<file path="config.mk">
export PLATFORM = sky130hd
export DESIGN_NAME = lm_log_arbiter
export DESIGN_NICKNAME = d
export VERILOG_FILES = /design/src/rtl/lm_log_arbiter.sv
export SDC_FILE = /design/constraint.sdc
export NUM_CORES = 1
export LEC_CHECK = 0
export ABC_AREA = 1
export BUFFER_PORTS_ARGS = -buffer_cell sky130_fd_sc_hd__buf_4
export CAP_MARGIN = 20
export CORE_UTILIZATION = 41
export CTS_CLUSTER_DIAMETER = 30
export DETAILED_ROUTE_END_ITERATION = 10
export GPL_ROUTABILITY_DRIVEN = 0
export HOLD_SLACK_MARGIN = 0.12
export MAX_ROUTING_LAYER = met4
export PLACE_DENSITY_LB_ADDON = 0.2
export SETUP_SLACK_MARGIN = 0.15
export SLEW_MARGIN = 20
export SYNTH_ARGS = -nofsm -noshare
export SYNTH_HDL_FRONTEND = slang
export SYNTH_SLANG_ARGS = --single-unit
export TNS_END_PERCENT = 100
</file>
<file path="constraint.sdc">
create_clock -name clk -period 1.8 [get_ports clk]
set_clock_uncertainty 0.1 [all_clocks]
set_input_delay 0.18 -clock clk [delete_from_list [all_inputs] [get_ports clk]]
set_output_delay 0.18 -clock clk [all_outputs]
set_load 0.05 [all_outputs]
</file>
<file path="src/rtl/lm_log_arbiter.sv">
// lm_log_arbiter: logging-module core. Captures UART errors, CM errors,
// configuration changes and UART data bytes into one-deep pending slots,
// picks one by fixed priority and emits it as a 2-byte record
// (header, payload) on a valid/ready byte stream.
module lm_log_arbiter #(
    parameter int WIDTH_UART_DATA     = 8,
    parameter int WIDTH_VGA_ERROR     = 4,
    parameter int WIDTH_UART_ERROR    = 3,
    parameter int WIDTH_CONFIGURATION = 4
) (
    input  logic                           clk,
    input  logic                           rst,
    input  logic                           UART_data_debug_switch,
    input  logic [WIDTH_UART_DATA-1:0]     UART_data,
    input  logic                           UART_data_valid,
    input  logic [WIDTH_VGA_ERROR-1:0]     CM_errors,
    input  logic                           CM_errors_valid,
    input  logic [WIDTH_UART_ERROR-1:0]    UART_errors,
    input  logic                           UART_errors_valid,
    input  logic [WIDTH_CONFIGURATION-1:0] config_notification,
    output logic [7:0]                     out_data,
    output logic                           out_valid,
    input  logic                           out_ready,
    output logic [7:0]                     drop_count,
    output logic                           busy
);

    localparam logic [1:0] ST_IDLE = 2'd0;
    localparam logic [1:0] ST_HDR  = 2'd1;
    localparam logic [1:0] ST_PAY  = 2'd2;

    logic [1:0] st_q, st_d;
    logic [7:0] hdr_q, hdr_d;
    logic [7:0] pay_q, pay_d;

    logic                          ue_pend_q, ue_pend_d;
    logic                          ue_ovf_q, ue_ovf_d;
    logic [WIDTH_UART_ERROR-1:0]   ue_val_q, ue_val_d;

    logic                          cm_pend_q, cm_pend_d;
    logic                          cm_ovf_q, cm_ovf_d;
    logic [WIDTH_VGA_ERROR-1:0]    cm_val_q, cm_val_d;

    logic                           cf_pend_q, cf_pend_d;
    logic                           cf_ovf_q, cf_ovf_d;
    logic [WIDTH_CONFIGURATION-1:0] cf_val_q, cf_val_d;
    logic [WIDTH_CONFIGURATION-1:0] cfg_prev_q, cfg_prev_d;

    logic                       dt_pend_q, dt_pend_d;
    logic [WIDTH_UART_DATA-1:0] dt_val_q, dt_val_d;

    logic [7:0] drop_q, drop_d;

    logic g_ue, g_cm, g_cf, g_dt;

    // Arbitration, record FSM and slot capture (capture sees the winner's slot as already freed)
    always_comb begin
        st_d       = st_q;
        hdr_d      = hdr_q;
        pay_d      = pay_q;
        ue_pend_d  = ue_pend_q;
        ue_ovf_d   = ue_ovf_q;
        ue_val_d   = ue_val_q;
        cm_pend_d  = cm_pend_q;
        cm_ovf_d   = cm_ovf_q;
        cm_val_d   = cm_val_q;
        cf_pend_d  = cf_pend_q;
        cf_ovf_d   = cf_ovf_q;
        cf_val_d   = cf_val_q;
        cfg_prev_d = config_notification;
        dt_pend_d  = dt_pend_q;
        dt_val_d   = dt_val_q;
        drop_d     = drop_q;
        g_ue       = 1'b0;
        g_cm       = 1'b0;
        g_cf       = 1'b0;
        g_dt       = 1'b0;

        case (st_q)
            ST_IDLE: begin
                if (ue_pend_q) begin
                    g_ue  = 1'b1;
                    hdr_d = {3'b001, ue_ovf_q, 4'b0000};
                    pay_d = 8'(ue_val_q);
                end else if (cm_pend_q) begin
                    g_cm  = 1'b1;
                    hdr_d = {3'b010, cm_ovf_q, 4'b0000};
                    pay_d = 8'(cm_val_q);
                end else if (cf_pend_q) begin
                    g_cf  = 1'b1;
                    hdr_d = {3'b011, cf_ovf_q, 4'b0000};
                    pay_d = 8'(cf_val_q);
                end else if (dt_pend_q) begin
                    g_dt  = 1'b1;
                    hdr_d = {3'b100, 1'b0, 4'b0000};
                    pay_d = 8'(dt_val_q);
                end
                if (ue_pend_q || cm_pend_q || cf_pend_q || dt_pend_q) begin
                    st_d = ST_HDR;
                end
            end
            ST_HDR:  if (out_ready) st_d = ST_PAY;
            ST_PAY:  if (out_ready) st_d = ST_IDLE;
            default: st_d = ST_IDLE;
        endcase

        if (g_ue) begin ue_pend_d = 1'b0; ue_ovf_d = 1'b0; end
        if (g_cm) begin cm_pend_d = 1'b0; cm_ovf_d = 1'b0; end
        if (g_cf) begin cf_pend_d = 1'b0; cf_ovf_d = 1'b0; end
        if (g_dt) dt_pend_d = 1'b0;

        if (UART_errors_valid) begin
            if (ue_pend_q && !g_ue) begin
                ue_val_d = ue_val_q | UART_errors;
                ue_ovf_d = 1'b1;
            end else begin
                ue_val_d = UART_errors;
                ue_ovf_d = 1'b0;
            end
            ue_pend_d = 1'b1;
        end

        if (CM_errors_valid) begin
            if (cm_pend_q && !g_cm) begin
                cm_val_d = cm_val_q | CM_errors;
                cm_ovf_d = 1'b1;
            end else begin
                cm_val_d = CM_errors;
                cm_ovf_d = 1'b0;
            end
            cm_pend_d = 1'b1;
        end

        if (config_notification != cfg_prev_q) begin
            cf_ovf_d  = cf_pend_q && !g_cf;
            cf_val_d  = config_notification;
            cf_pend_d = 1'b1;
        end

        if (!UART_data_debug_switch) begin
            dt_pend_d = 1'b0;
        end else if (UART_data_valid) begin
            if (dt_pend_q && !g_dt) begin
                if (drop_q != 8'hFF) drop_d = drop_q + 8'd1;
            end else begin
                dt_val_d  = UART_data;
                dt_pend_d = 1'b1;
            end
        end
    end

    // State registers with synchronous reset
    always_ff @(posedge clk) begin
        if (rst) begin
            st_q       <= ST_IDLE;
            hdr_q      <= '0;
            pay_q      <= '0;
            ue_pend_q  <= 1'b0;
            ue_ovf_q   <= 1'b0;
            ue_val_q   <= '0;
            cm_pend_q  <= 1'b0;
            cm_ovf_q   <= 1'b0;
            cm_val_q   <= '0;
            cf_pend_q  <= 1'b0;
            cf_ovf_q   <= 1'b0;
            cf_val_q   <= '0;
            cfg_prev_q <= '0;
            dt_pend_q  <= 1'b0;
            dt_val_q   <= '0;
            drop_q     <= '0;
        end else begin
            st_q       <= st_d;
            hdr_q      <= hdr_d;
            pay_q      <= pay_d;
            ue_pend_q  <= ue_pend_d;
            ue_ovf_q   <= ue_ovf_d;
            ue_val_q   <= ue_val_d;
            cm_pend_q  <= cm_pend_d;
            cm_ovf_q   <= cm_ovf_d;
            cm_val_q   <= cm_val_d;
            cf_pend_q  <= cf_pend_d;
            cf_ovf_q   <= cf_ovf_d;
            cf_val_q   <= cf_val_d;
            cfg_prev_q <= cfg_prev_d;
            dt_pend_q  <= dt_pend_d;
            dt_val_q   <= dt_val_d;
            drop_q     <= drop_d;
        end
    end

    // Output byte selection from the latched record
    always_comb begin
        out_data = 8'h00;
        if (st_q == ST_HDR) out_data = hdr_q;
        else if (st_q == ST_PAY) out_data = pay_q;
    end

    assign out_valid  = (st_q == ST_HDR) || (st_q == ST_PAY);
    assign busy       = out_valid || ue_pend_q || cm_pend_q || cf_pend_q || dt_pend_q;
    assign drop_count = drop_q;

endmodule

</file>
==> impl_metrics.json, run 1 <==
{
  "worst_pin_slew_ns": 0.567,
  "syn_inst": 341,
  "fin_crit_ns": 1.68,
  "status": "complete, no violations",
  "crit_required_ns": 1.52,
  "final_nets": 453,
  "max_freq_mhz": 596,
  "grt_overflow_total": 0,
  "grt_pass1_wl_mm": 9.89,
  "diodes": 0,
  "p_leak_uw": 0.00151,
  "clock_tree.buffer_depth": 2,
  "final_util_pct": 61.7,
  "path_class": "flop to output pin",
  "worstHoldPathType": "input pin to flop",
  "finalHoldViolations": 0,
  "timing.rr.start": "st_q[1]$_SDFFE_PP0P_",
  "p_per_area_nw_per_um2": 969,
  "synth.avg_cell_area_um2": 7.01,
  "grt_pass1_vias": 2232,
  "rrSetupSlack_ns": 0.22,
  "synth_edf_count": 0,
  "hold_depth": 4,
  "insertion_delay_ns": 0.30,
  "core_area_um2": 5570,
  "wirelength_mm": 5.72,
  "antenna_found_initial": 0,
  "vias_per_cell": 4.92,
  "instances_no_fill": 495,
  "nFillCells": 528,
  "drt-initial-drc-count": 75,
  "netlist_area_um2": 2390,
  "critical_path_arrival_ns": 1.40,
  "drc_errors": 0,
  "cts_root_buf": "clkbuf_8",
  "rows": 27,
  "die_h_um": 78.3,
  "peakVddDrop_mv": 0.567,
  "ys_warn_count": 0,
  "synthArstFlopShare_pct": 0,
  "synth_nets": 372,
  "clk_pin_slew_worst_paths_ns": 0.10,
  "synth.distinct_cells": 23,
  "rsz0062_at_grt": "yes",
  "slew_violations": 0,
  "worstPathCellList": "buf_6, ha_4, buf_6, nand2_2, nand2_2, buf_8",
  "io_buffer_count": 43,
  "num_io_pins": 44,
  "fin_setup_tns_ns": 0,
  "detail_route.wl_per_cell_um": 11.6,
  "hold_path_startpoint": "out_ready",
  "die_w_um": 78.3,
  "seq_area_frac_synth_pct": 43.6,
  "ant_nets": 0,
  "maxSlewHeadroom_pct": 62.2,
  "max_stage_delay_ns": 0.38,
  "min_to": "st_q[0]$_SDFFE_PP0P_",
  "hpwl_mm": 3.89,
  "track_usage_pct": 20.8,
  "fin_crit_sh_pct": 93.2,
  "die-area_um2": 6140,
  "grt_max_degree": 30,
  "cts_tree": "yes",
  "final_layout_size_suffix_gt1_share_pct": 26.5,
  "cts_made_buffers": 5,
  "first_pass_iters": 5,
  "r2r_end": "dt_val_q[1]$_SDFFE_PP0P_",
  "areaGrowthSynthToFinish_pct": 43.9,
  "synth_seq_cells": 52,
  "crit_fanout": 6,
  "layout_common_cells": "72 x nand2_1, 46 x dfxtp_1, 45 x buf_4",
  "start_util_pct": 42.9,
  "dp_cells": 451,
  "setup_viol": 0,
  "drv_cap": 0,
  "num_vias": 2437,
  "cp-start-kind": "flop",
  "critPathSlowestCell": "dfxtp_4",
  "power_uw": 3330,
  "h-tree-depth": 2,
  "synth_ff_type": "dfxtp_1",
  "cts_sinks": 52,
  "ff2ff_path_depth": 9,
  "final_common_cell": "nand2_1",
  "critPathCaptureType": "output pin"
}
==> cell usage after synthesis, drive strengths merged (4+ instances only) <==
cell type  instances  share of area, %
nor2              49               8.8
inv               36               5.7
a21oi             39               8.2
buf                4               1.1
o21ai             26               5.4
nand2             83                13
nand3             27               6.1
ha                 5               2.6
clkbuf             5              0.79
nor3               4              0.84
xor2               7               2.6
dfxtp             52                44
==> power by group <==
part,internal [uW],total (uW),leakage [uW],switching [uW]
Sequential,1270,1340,0.000431,76.9
Clock,412,802,0.0000541,390
Combinational,516,1190,0.00102,670
==> stage by stage <==
| stage | hold WS, ns | worst slack, ns | instance area, um^2 |
|---|---|---|---|
| after floorplan | 0.187 | 0.0484 | 2410 |
| after global placement | 0.308 | 0.152 | 2810 |
| after detailed placement | 0.316 | 0.0856 | 2810 |
| after CTS | 0.191 | 0.125 | 3300 |
| after global routing | 0.186 | 0.0432 | 3440 |
| final | 0.180 | 0.122 | 3440 |
==> worst max-delay path by stage <==
stage	from	end	cells past startpoint
4_1_cts	st_q[0]$_SDFFE_PP0P_	out_data[4]	6
3_3_place_gp	st_q[0]$_SDFFE_PP0P_	dt_val_q[0]$_SDFFE_PP0P_	10
3_5_place_dp	st_q[0]$_SDFFE_PP0P_	dt_val_q[3]$_SDFFE_PP0P_	10
6_report	st_q[0]$_SDFFE_PP0P_	out_data[6]	6
5_1_grt	st_q[1]$_SDFFE_PP0P_	out_data[5]	6
2_1_floorplan	st_q[1]$_SDFFE_PP0P_	out_data[0]	4
==> state kept, by name (all words and copies together) (netlist names), 2 cells and up <==
register,count
drop_count,8
dt_val_q,8
pay_q,8
cf_val_q,4
cfg_prev_q,4
cm_val_q,4
hdr_q,4
ue_val_q,3
st_q,2
==> worst max-delay path, delay by kind of cell, from the launching register on <==
kind | cells | cell delay, ns
DFF | 1 | 0.38
and+or+nand+nor | 2 | 0.13
adders and majority gates | 1 | 0.19
buffers and inverters | 3 | 0.39
==> what timing repair did <==
item                                   in CTS  in global routing
endpoints found under the hold margin      26                  0
setup endpoints to repair                  25                 24
gates cloned                                0                  0
resized for setup                          27                 35
hold buffers                               25                  0
pin swaps                                   4                 10
setup buffers                               6                  5
==> metal layers <==
metal  share of wire (%)  up-vias  GRT usage, %
met5                   0        -             -
met4                 1.7        0          7.41
met3                 3.4       12          3.72
met2                  49       52          34.7
met1                  46     1127          25.2
li1                    -     1246             -
==> cells by family (layout without fill, tap and decap cells) <==
| group | count (synthesis) | count (layout) | synth area share (%) |
|---|---|---|---|
| flops | 52 | 52 | 43.6 |
| simple gates | 165 | 165 | 29.6 |
| compound gates | 66 | 66 | 13.9 |
| xor+xnor | 7 | 7 | 2.57 |
| buf+inv | 46 | 128 | 7.75 |
| fa+ha+maj | 5 | 5 | 2.62 |
==> layout make-up <==
class / instances / area, um^2 / share of cell area, %
clock buffer: 5 / 68.8 / 2.00
tap: 72 / 90.1 / 2.62
multi-input combinational: 243 / 1270 / 36.9
inverter: 37 / 151 / 4.40
timing repair buffer: 83 / 762 / 22.2
sequential: 52 / 1050 / 30.6
clock inverter: 3 / 42.5 / 1.24
Power figures use the tool's default switching activity.
==> inputs of run 2 (changes only) <==
- clock period: 1.8 -> 1.6 ns (I/O delays scaled with it)
==> impl_metrics.json, run 2 (synthesis results as in run 1) <==
{
  "maxSlewHeadroom_pct": 74.8,
  "path_class": "flop to output pin",
  "peakVddDrop_mv": 0.679,
  "h-tree-depth": 2,
  "grt_pass1_wl_mm": 10.2,
  "fin_crit_ns": 1.65,
  "areaGrowthSynthToFinish_pct": 54.2,
  "max_stage_delay_ns": 0.39,
  "setup.worst_path.start": "st_q[1]$_SDFFE_PP0P_",
  "die_h_um": 78.3,
  "worst_pin_slew_ns": 0.377,
  "crit_required_ns": 1.34,
  "diodes": 0,
  "crit_top_cell": "buf_6",
  "cts_made_buffers": 5,
  "final_nets": 459,
  "core_area_um2": 5570,
  "grt_pass1_vias": 2356,
  "clk_pin_slew_worst_paths_ns": 0.09,
  "ant_nets": 0,
  "grt_max_degree": 30,
  "setup_viol": 9,
  "p_per_area_nw_per_um2": 1050,
  "insertion_delay_ns": 0.30,
  "detail_route.wl_per_cell_um": 12.3,
  "clock_tree.buffer_depth": 2,
  "worstHoldPathType": "input pin to flop",
  "worstPathCellList": "inv_4, ha_4, buf_6, nor3_4, buf_6",
  "place_area_um2": 2910,
  "drt-initial-drc-count": 90,
  "final_common_cell": "nand2_1",
  "grt_overflow_total": 0,
  "die_w_um": 78.3,
  "nFillCells": 474,
  "fin_ws_ns": -0.0521,
  "vias_per_cell": 4.90,
  "start_util_pct": 42.9,
  "critPathSlowestCell": "dfxtp_4",
  "first_pass_iters": 4,
  "layout_common_cells": "65 x nand2_1, 47 x buf_4, 40 x dfxtp_1",
  "rsz0062_at_grt": "yes",
  "final_layout_size_suffix_gt1_share_pct": 36.6,
  "cts_tree": "yes",
  "cp-start-kind": "flop",
  "hold_path_startpoint": "rst",
  "drv_cap": 0,
  "slew_violations": 0,
  "wirelength_mm": 6.15,
  "final_area_um2": 3690,
  "cts_sinks": 52,
  "dp_cells": 458,
  "track_usage_pct": 21.4,
  "drc_errors": 0,
  "critical_path_arrival_ns": 1.39,
  "rows": 27,
  "p_leak_uw": 0.00158,
  "violations": "negative setup slack",
  "num_io_pins": 44,
  "io_buffer_count": 43,
  "status": "complete, but fails checks",
  "antenna_found_initial": 0,
  "die-area_um2": 6140,
  "crit_fanout": 6,
  "cts_root_buf": "clkbuf_8",
  "finalHoldViolations": 0,
  "instances_no_fill": 501,
  "fin_crit_sh_pct": 103,
  "timing.rr.start": "st_q[1]$_SDFFE_PP0P_",
  "critPathCaptureType": "output pin",
  "max_freq_mhz": 605,
  "hpwl_mm": 3.97,
  "num_vias": 2455
}
-- run 2: changes by cell type in the layout (fill, tap and decap cells not counted), moves of 4 or more --
| cell | change |
|---|---|
| nor2_1 | -7 |
| buf_6 | +7 |
| nand2_1 | -7 |
| nand2_4 | +5 |
| inv_1 | -4 |
| dfxtp_1 | -6 |
| o21ai_0 | -6 |
| nor2_4 | +5 |
| o21ai_2 | +8 |
-- run 2: final cells by class --
| cell class | count | area, um^2 | area share, % |
|---|---|---|---|
| multi-input cells | 244 | 1470 | 39.9 |
| flip-flops and latches | 52 | 1070 | 29.0 |
| repair buffers | 88 | 796 | 21.6 |
| inverters | 37 | 170 | 4.62 |
| well taps | 72 | 90.1 | 2.44 |
| clock buffers | 7 | 86.3 | 2.34 |
| clock inverters | 1 | 6.26 | 0.170 |
-- run 2: where the power goes --
| part | internal [uW] | total [uW] | switching, uW |
|---|---|---|---|
| logic | 699 | 1580 | 876 |
| registers | 1420 | 1530 | 106 |
| clock network | 354 | 778 | 424 |
-- run 2: layer usage --
metal	track usage, %	share of wire [%]
met3	4.19	3.2
met2	36.7	51
met5	-	0
met4	4.63	0.96
met1	26.1	45
-- run 2: final timing paths --
check                             end  slack [ns]  cells past startpoint
max reg2reg  dt_val_q[1]$_SDFFE_PP0P_        0.06                      9
min reg2reg  ue_val_q[1]$_SDFFE_PP0P_        0.37                      2
min          ue_val_q[1]$_SDFFE_PP0P_        0.11                      4
max                       out_data[2]       -0.05                      5
-- run 2: metrics by stage --
step           TNS (ns)  setup WS [ns]  hold WS (ns)  utilization, %  total power (uW)
5_1_grt          -0.816         -0.125         0.148            66.1              4100
6_report         -0.244        -0.0521         0.109            66.1              3880
3_3_place_gp          0         0.0389         0.288            52.2              2550
2_1_floorplan         0          0.164         0.167               -              2270
4_1_cts          -0.214        -0.0516         0.138            61.5              3600
3_5_place_dp   -0.00771       -0.00429         0.293            52.2              2560
-- run 2: critical path: cells and delay by family (launching register included) --
kind,cells,cell delay [ns]
AND/OR/NAND/NOR,1,0.16
adder cells (fa/ha/maj),1,0.17
buffers and inverters,3,0.37
flip-flops,1,0.39
-- run 2: what timing repair did --
item | 4_1_cts | 5_1_grt
buffers inserted | 4 | 5
endpoints found under the setup margin | 35 | 44
hold endpoints to repair | 27 | 0
pin swaps | 19 | 20
gates resized for setup | 44 | 69
hold buffers | 25 | 0
cloned | 1 | 1
==> inputs of run 3 (changes only) <==
- GPL_TIMING_DRIVEN: default -> 0
- clock period: 1.6 -> 2 ns (I/O delays scaled with it)
==> impl_metrics.json, run 3 (synthesis results as in run 1) <==
{
  "status": "complete, no violations",
  "dp_cells": 456,
  "power_uw": 2640,
  "drc_errors": 0,
  "max_freq_mhz": 559,
  "critical_path_arrival_ns": 1.49,
  "core_area_um2": 5570,
  "p_per_area_nw_per_um2": 823,
  "num_vias": 2339,
  "start_util_pct": 42.9,
  "cts_made_buffers": 5,
  "detail_route.wl_per_cell_um": 11.4,
  "io_buffer_count": 43,
  "final_nets": 449,
  "worst_pin_slew_ns": 0.520,
  "maxSlewHeadroom_pct": 65.3,
  "diodes": 0,
  "grt_overflow_total": 0,
  "p_seq_share_pct": 45.2,
  "die_h_um": 78.3,
  "max_stage_delay_ns": 0.36,
  "die_w_um": 78.3,
  "antenna_found_initial": 0,
  "hpwl_mm": 4.02,
  "setup_viol": 0,
  "slew_violations": 0,
  "cts_sinks": 52,
  "final_layout_size_suffix_gt1_share_pct": 18.9,
  "num_io_pins": 44,
  "finalHoldViolations": 0,
  "h-tree-depth": 2,
  "areaGrowthSynthToFinish_pct": 34.2,
  "switching_share_pct": 34.6,
  "fin_crit_sh_pct": 89.4,
  "ant_nets": 0,
  "first_pass_iters": 4,
  "layout_common_cells": "81 x nand2_1, 50 x dfxtp_1, 45 x buf_4",
  "vias_per_cell": 4.76,
  "cts_root_buf": "clkbuf_8",
  "wirelength_mm": 5.57,
  "peakVddDrop_mv": 0.362,
  "power.internal_uw": 1730,
  "p_leak_uw": 0.00144,
  "worstHoldPathType": "input pin to flop",
  "nFillCells": 561,
  "path_class": "flop to output pin",
  "final_util_pct": 57.5,
  "power_switching_uw": 913,
  "instances_no_fill": 491,
  "crit_fanout": 4,
  "grt_pass1_wl_mm": 9.43,
  "insertion_delay_ns": 0.31,
  "rows": 27,
  "crit_required_ns": 1.70,
  "cp-start-kind": "flop",
  "clkPwrFrac_pct": 23.3,
  "die-area_um2": 6140,
  "comb_power_share_pct": 31.4,
  "critPathCaptureType": "output pin",
  "grt_pass1_vias": 2238,
  "worstPathCellList": "inv_1, ha_2, or2_2, buf_6",
  "cts_tree": "yes",
  "drv_cap": 0,
  "drt-initial-drc-count": 129,
  "critPathSlowestCell": "dfxtp_4",
  "track_usage_pct": 20.0,
  "clock_tree.buffer_depth": 2,
  "fin_setup_tns_ns": 0,
  "rsz0062_at_grt": "yes",
  "clk_pin_slew_worst_paths_ns": 0.09,
  "final_common_cell": "nand2_1",
  "grt_max_degree": 16,
  "fin_crit_ns": 1.79
}
run 3: cell types whose count changed in the layout (fill, tap and decap cells not counted), sizes merged:
cell,delta
clkbuf,+3
nand2,-1
buf,-13
clkinvlp,-1
clkinv,+1
inv,+1
run 3: metrics by stage:
stage	hold WS (ns)	cell area, um^2	setup WS [ns]
floorplan	0.207	2390	-0.161
global placement	0.328	2800	0.309
detailed placement	0.337	2800	0.284
CTS	0.124	3150	0.158
global route	0.166	3210	0.119
finish	0.126	3210	0.212
run 3: worst max-delay path, delay by kind of cell (launching register included):
family	cells	cell delay [ns]
adders and majority gates	1	0.28
buffers and inverters	2	0.25
DFF	1	0.36
and+or+nand+nor	1	0.30
run 3: layer usage:
metal	vias to the layer above	track usage [%]	share of wire (%)
met3	13	3.95	4.7
met2	51	33.5	47
met4	0	7.96	2.0
met5	-	-	0
met1	1034	23.5	47
li1	1241	-	-
run 3: final cells by class:
cell class | count | area, um^2 | area share [%]
Tap cell | 72 | 90.1 | 2.81
Clock inverter | 2 | 10.0 | 0.312
Inverter | 37 | 146 | 4.56
Buffer | 9 | 52.6 | 1.64
Sequential cell | 52 | 1050 | 32.6
Timing Repair Buffer | 70 | 601 | 18.7
Clock buffer | 6 | 82.6 | 2.58
Multi-Input combinational cell | 243 | 1180 | 36.8
run 3: power by group through the flow:
| stage | sequential [uW] | clock [uW] | combinational [uW] |
|---|---|---|---|
| floorplan | 1200 | 0 | 542 |
| global placement | 1210 | 0 | 729 |
| detailed placement | 1210 | 0 | 736 |
| CTS | 1190 | 639 | 785 |
| global route | 1210 | 680 | 923 |
| finish | 1190 | 617 | 830 |
run 3: final timing paths:
check / from / end / slack, ns / cells past startpoint
worst max-delay path: st_q[0]$_SDFFE_PP0P_ / busy / 0.21 / 4
worst min-delay path: rst / cm_ovf_q$_SDFFE_PP0P_ / 0.13 / 4
worst max register to register: st_q[0]$_SDFFE_PP0P_ / dt_val_q[4]$_SDFFE_PP0P_ / 0.34 / 9
worst min register to register: dt_val_q[1]$_SDFFE_PP0P_ / dt_val_q[1]$_SDFFE_PP0P_ / 0.36 / 2
run 3: timing repair:
| action | CTS | global route |
|---|---|---|
| pin swaps | 0 | 2 |
| setup endpoints to repair | 8 | 16 |
| gates resized for setup | 7 | 15 |
| hold buffers | 24 | 0 |
| buffers inserted | 0 | 3 |
| endpoints found under the hold margin | 25 | 0 |
